## config.mk

```make
export PLATFORM = sky130hd
export DESIGN_NAME = pipe_skid_reg
export DESIGN_NICKNAME = d
export VERILOG_FILES = /design/src/rtl/pipe_skid_reg.sv
export SDC_FILE = /design/constraint.sdc
export NUM_CORES = 1
export LEC_CHECK = 0
export CAP_MARGIN = 25
export CORE_ASPECT_RATIO = 2
export CORE_MARGIN = 4
export CORE_UTILIZATION = 52
export CTS_CLUSTER_SIZE = 20
export DETAILED_ROUTE_END_ITERATION = 10
export PLACE_DENSITY = 0.84
export RECOVER_POWER = 25
export SLEW_MARGIN = 25
export SYNTH_ARGS = -nofsm -noshare
export SYNTH_HDL_FRONTEND = slang
export SYNTH_SLANG_ARGS = --single-unit
```

## constraint.sdc

```tcl
create_clock -name clk -period 4.95 [get_ports clk]
set_input_delay 0.99 -clock clk [delete_from_list [all_inputs] [get_ports clk]]
set_output_delay 0.99 -clock clk [all_outputs]
set_load 0.02 [all_outputs]
```

## src/rtl/pipe_skid_reg.sv

```systemverilog
// pipe_skid_reg: two-entry valid/ready skid register with registered handshakes, flush and async reset
module pipe_skid_reg #(
  parameter int WIDTH = 16,
  parameter logic [WIDTH-1:0] INIT_DATA = {WIDTH{1'b0}}
) (
  input  logic             clk,
  input  logic             rst,
  input  logic             flush,
  input  logic             in_valid,
  input  logic [WIDTH-1:0] in_data,
  output logic             in_ready,
  output logic             out_valid,
  output logic [WIDTH-1:0] out_data,
  input  logic             out_ready,
  output logic [1:0]       level
);
  typedef enum logic [1:0] {EMPTY = 2'd0, ONE = 2'd1, FULL = 2'd2} state_t;
  state_t state, state_nxt;
  logic [WIDTH-1:0] main_q, skid_q;
  logic acc, dlv, ld_main, ld_skid;
  assign in_ready  = state != FULL;
  assign out_valid = state != EMPTY;
  assign out_data  = main_q;
  assign level     = state;
  assign acc       = in_valid && in_ready;
  assign dlv       = out_valid && out_ready;
  always_comb begin
    state_nxt = state;
    ld_main   = 1'b0;
    ld_skid   = 1'b0;
    state_nxt = flush ? EMPTY :
                state == EMPTY ? (acc ? ONE : EMPTY) :
                state == ONE   ? (acc && !dlv ? FULL : !acc && dlv ? EMPTY : ONE) :
                (dlv ? ONE : FULL);
    ld_main   = !flush && (state == FULL ? dlv : acc && (state == EMPTY || dlv));
    ld_skid   = !flush && state == ONE && acc && !dlv;
  end
  always_ff @(posedge clk or posedge rst) begin
    if (rst) begin
      state  <= EMPTY;
      main_q <= INIT_DATA;
      skid_q <= INIT_DATA;
    end else begin
      state <= state_nxt;
      if (ld_main) main_q <= state == FULL ? skid_q : in_data;
      if (ld_skid) skid_q <= in_data;
    end
  end
endmodule

```

==> summary by stage <==
Run status
The final reports fail on capacitance limit, slew limit. The flow ran to the end, but the final reports show violations.

Synthesis
Of the post-synthesis cell area, the dominant cell type holds 0.518. For this run, the register share of the synthesized area comes to 0.518. The number of different library cells used by synthesis comes to 22.

The mapped cell area is roughly 1600 um^2. The Yosys step of the flow raised 0 warnings. The dominant synthesized flop cell is sky130_fd_sc_hd__dfrtp_1.

In the post-synthesis netlist, the biggest area contributors are sky130_fd_sc_hd__dfrtp_1 52%, sky130_fd_sc_hd__mux2_2 21%, sky130_fd_sc_hd__mux2_4 15%. The number of enable flip-flop cells after synthesis is 0. The synthesized design contains 34 register bits. The synthesized design spends more area on one cell type than any other, namely sky130_fd_sc_hd__dfrtp_1. sky130_fd_sc_hd__dfrtp_1 is the most common cell in the netlist. The post-synthesis instance total is 105. After synthesis, the share of flip-flops with an asynchronous set or reset is 1.00.

The synthesized area per cell is 15.6 um^2. Synthesis produced a netlist with a net count of 127. By count the netlist is led by 34 x sky130_fd_sc_hd__dfrtp_1, 30 x sky130_fd_sc_hd__mux2_2, 16 x sky130_fd_sc_hd__mux2_4.

Setup path
The worst setup path is launched from a primary input. The register-to-register path setup slack is 2980 ps. Data arrives at the worst endpoint at 2930 ps.

Along the worst path, the maximum fanout reaches 16. The startpoint identified for the worst register-to-register timing path is level[1]. Measured in cells, the most critical reg-to-reg path has a length of 3. The type of destination of the critical path is a flip-flop. In this design, the stage delay of the slowest critical-path cell is 820 ps. The critical-path cell with the highest stage delay is sky130_fd_sc_hd__o31ai_4. The worst setup path is of the primary input to flip-flop kind. The worst setup path startpoint is out_ready. The critical path goes through clkdlybuf4s50_1, mux2i_1, o31ai_4, mux2_2.

The worst register-to-register path ends at out_data[3]. At the worst endpoint, the required time is roughly 5000 ps.

Detailed routing
In the routed layout, each cell is associated on average with a via count of 5.56. The number of nets with antenna violations after routing is 0. The number of DRC violations after detailed routing is 0. Before antenna repair, the detailed router went through 3 iterations. The total wirelength of the detailed-routed design is 3.10 mm. Dividing the detail-routed wire length by the instance count gives 17.2 um. The detailed router placed 1000 vias in this run.

The starting DRC count in detailed routing is 3.

Clocking
The number of CTS-inserted buffers is 5. The total setup buffers inserted after CTS is 0. The clock passes through at most 2 buffers. The buffer cell driving the clock tree root is sky130_fd_sc_hd__clkbuf_8. Gates resized during post-CTS repair numbered 0. TritonCTS built the clock tree. Clock latency on the worst-skew pair, taken at its later pin, is 290 ps. The clock drives 34 sinks. The level count of the clock H-tree is 2. The count of hold-fix buffers inserted at cts is 0.

The clock edge transition at the registers on the reported setup and hold paths is 70 ps.

Timing
For the final routed database, the setup TNS stands at 0 ps. The max-slew violation total from the final report is 35. The number of endpoints failing setup at the final stage is 0. Derived from the worst setup path, the maximum achievable clock frequency is 0.362 GHz.

The final critical-path setup slack is 2190 ps. Measured against its own limit, the worst slew margin works out to -0.151. In the finished design, the share of the clock period the worst path needs comes to 0.558. The final count of hold timing violations is 0.

The final setup skew is around 8.9 ps. The time the worst path needs with I/O delays and setup is between 2000 and 3000 ps. The transition time at the pin with the least slew margin is between 1500 and 2000 ps. Setup repair after global routing left no endpoint under its margin.

Global route
The global routing usage summed across all routing layers is 0.169. Entering global routing, the biggest net connects 35 pins. The number of global-route vias before repair was about 1.1k.

The first global-routing pass estimated 4.87 mm of wire. The total overflow left after global routing is 0. The number of antenna violations at the first check in global routing came to 0.

Layout
Once layout is complete, the cells apart from fillers number 180. At the end of the flow, the number of nets in the layout was 171. After filler insertion, the fill cell instance count of the layout stands at roughly 220. The number of antenna diodes in the final layout is 0. The fraction of final layout cells sized beyond drive strength 1 is 0.393.

From synthesis to final layout, the design area changed by 29.8%.

Floorplanning
The die width is approximately 48 um. The number of primary I/O pins is 41. The area enclosed by the die boundary is 4180 um^2. The core region is approximately 3000 um^2. For this configuration, the core starts out at a cell density of 0.545.

The height of the die is about 90 um. The initialized floorplan defines 28 standard-cell rows.

Place
Timing analysis after detailed placement gives a worst setup slack of ~1900 ps. The final estimated routing congestion in global placement is 0.866. The half-perimeter wire length after placement is 2.23 mm. Port buffering added 40 buffers.

The number of placed instances with taps included is 172.

Flow run
The tool flagged a number of max-cap violations equal to 1.

Worst hold path
The worst hold path terminates at out_data[13]. The worst hold path begins at out_data[13]. The number of cells on the worst hold path is 1.

In this run the worst hold path is classified as flip-flop to flip-flop.

Power and ir drop
Power comes to 863 uW. The areal power density over the cells is slightly above 400 nW/um^2. The leakage power summed over all cells is 0.913 nW. IR analysis of the VDD net gives a maximum drop of 0.364 mV.
per-layer routing:
metal,GRT usage,wire length (um),vias up
li1,-,-,460
met1,0.177,1180,502
met2,0.282,1660,29
met3,0.0373,135,9
met4,0.105,123,0
met5,0,0,-
how the worst max path moves through the flow:
stage | endpoint | slack, ps | cells past startpoint
finish | out_data[3] | 2190 | 4
global route | skid_q[13] | 1820 | 3
CTS | out_data[3] | 2170 | 4
detailed placement | out_data[15] | 1890 | 4
global placement | out_data[2] | 1950 | 4
floorplan | in_ready | 2870 | 4
critical path, delay by kind of cell:
family	cells	cell delay [ps]
buffers and inverters	1	540
AO/OA/AOI/OAI	1	820
multiplexers	2	570
area by class of cell:
type | instances | area (um^2) | share of cell area
flip-flops and latches | 34 | 851 | 0.399
multi-input cells | 63 | 726 | 0.340
repair buffers | 42 | 412 | 0.193
clock buffers | 6 | 82.6 | 0.0387
well taps | 30 | 37.5 | 0.0176
clock inverters | 2 | 12.5 | 0.00587
inverters | 3 | 11.3 | 0.00528
layout by cell type (no fill, tap or decap), types with 2 or more instances in the layout:
cell / synthesis / layout
sky130_fd_sc_hd__clkdlybuf4s50_1: 0 / 39
sky130_fd_sc_hd__dfrtp_1: 34 / 34
sky130_fd_sc_hd__mux2_2: 30 / 30
sky130_fd_sc_hd__mux2_4: 16 / 16
sky130_fd_sc_hd__clkbuf_8: 0 / 6
sky130_fd_sc_hd__inv_1: 3 / 3
sky130_fd_sc_hd__mux2i_1: 2 / 2
sky130_fd_sc_hd__mux2_1: 2 / 2
sky130_fd_sc_hd__nor2_1: 2 / 2
sequential cells by signal, indices dropped and copies added (netlist names):
register and count:
out_data 16, skid_q 16, level 2
where the power goes:
| part | switching, mW | internal, mW | total, mW |
|---|---|---|---|
| Combinational | 0.101 | 0.155 | 0.256 |
| Clock | 0.101 | 0.112 | 0.213 |
| Sequential | 0.0412 | 0.353 | 0.394 |
cells by family after synthesis:
group | Yosys count | share of synthesized area
flops | 34 | 0.518
simple gates | 9 | 0.0350
compound gates | 3 | 0.0213
fa+ha+maj | 1 | 0.00761
buf+inv | 8 | 0.0404
mux | 50 | 0.378
metrics by stage:
| step | hold WS, ps | utilization | instance area, um^2 |
|---|---|---|---|
| CTS | 499 | 0.709 | 2140 |
| floorplan | 475 | - | 1640 |
| global placement | 474 | 0.677 | 2040 |
| detailed placement | 483 | 0.677 | 2040 |
| global route | 522 | 0.708 | 2130 |
| finish | 494 | 0.708 | 2130 |
(Power assumes the default switching activity.)
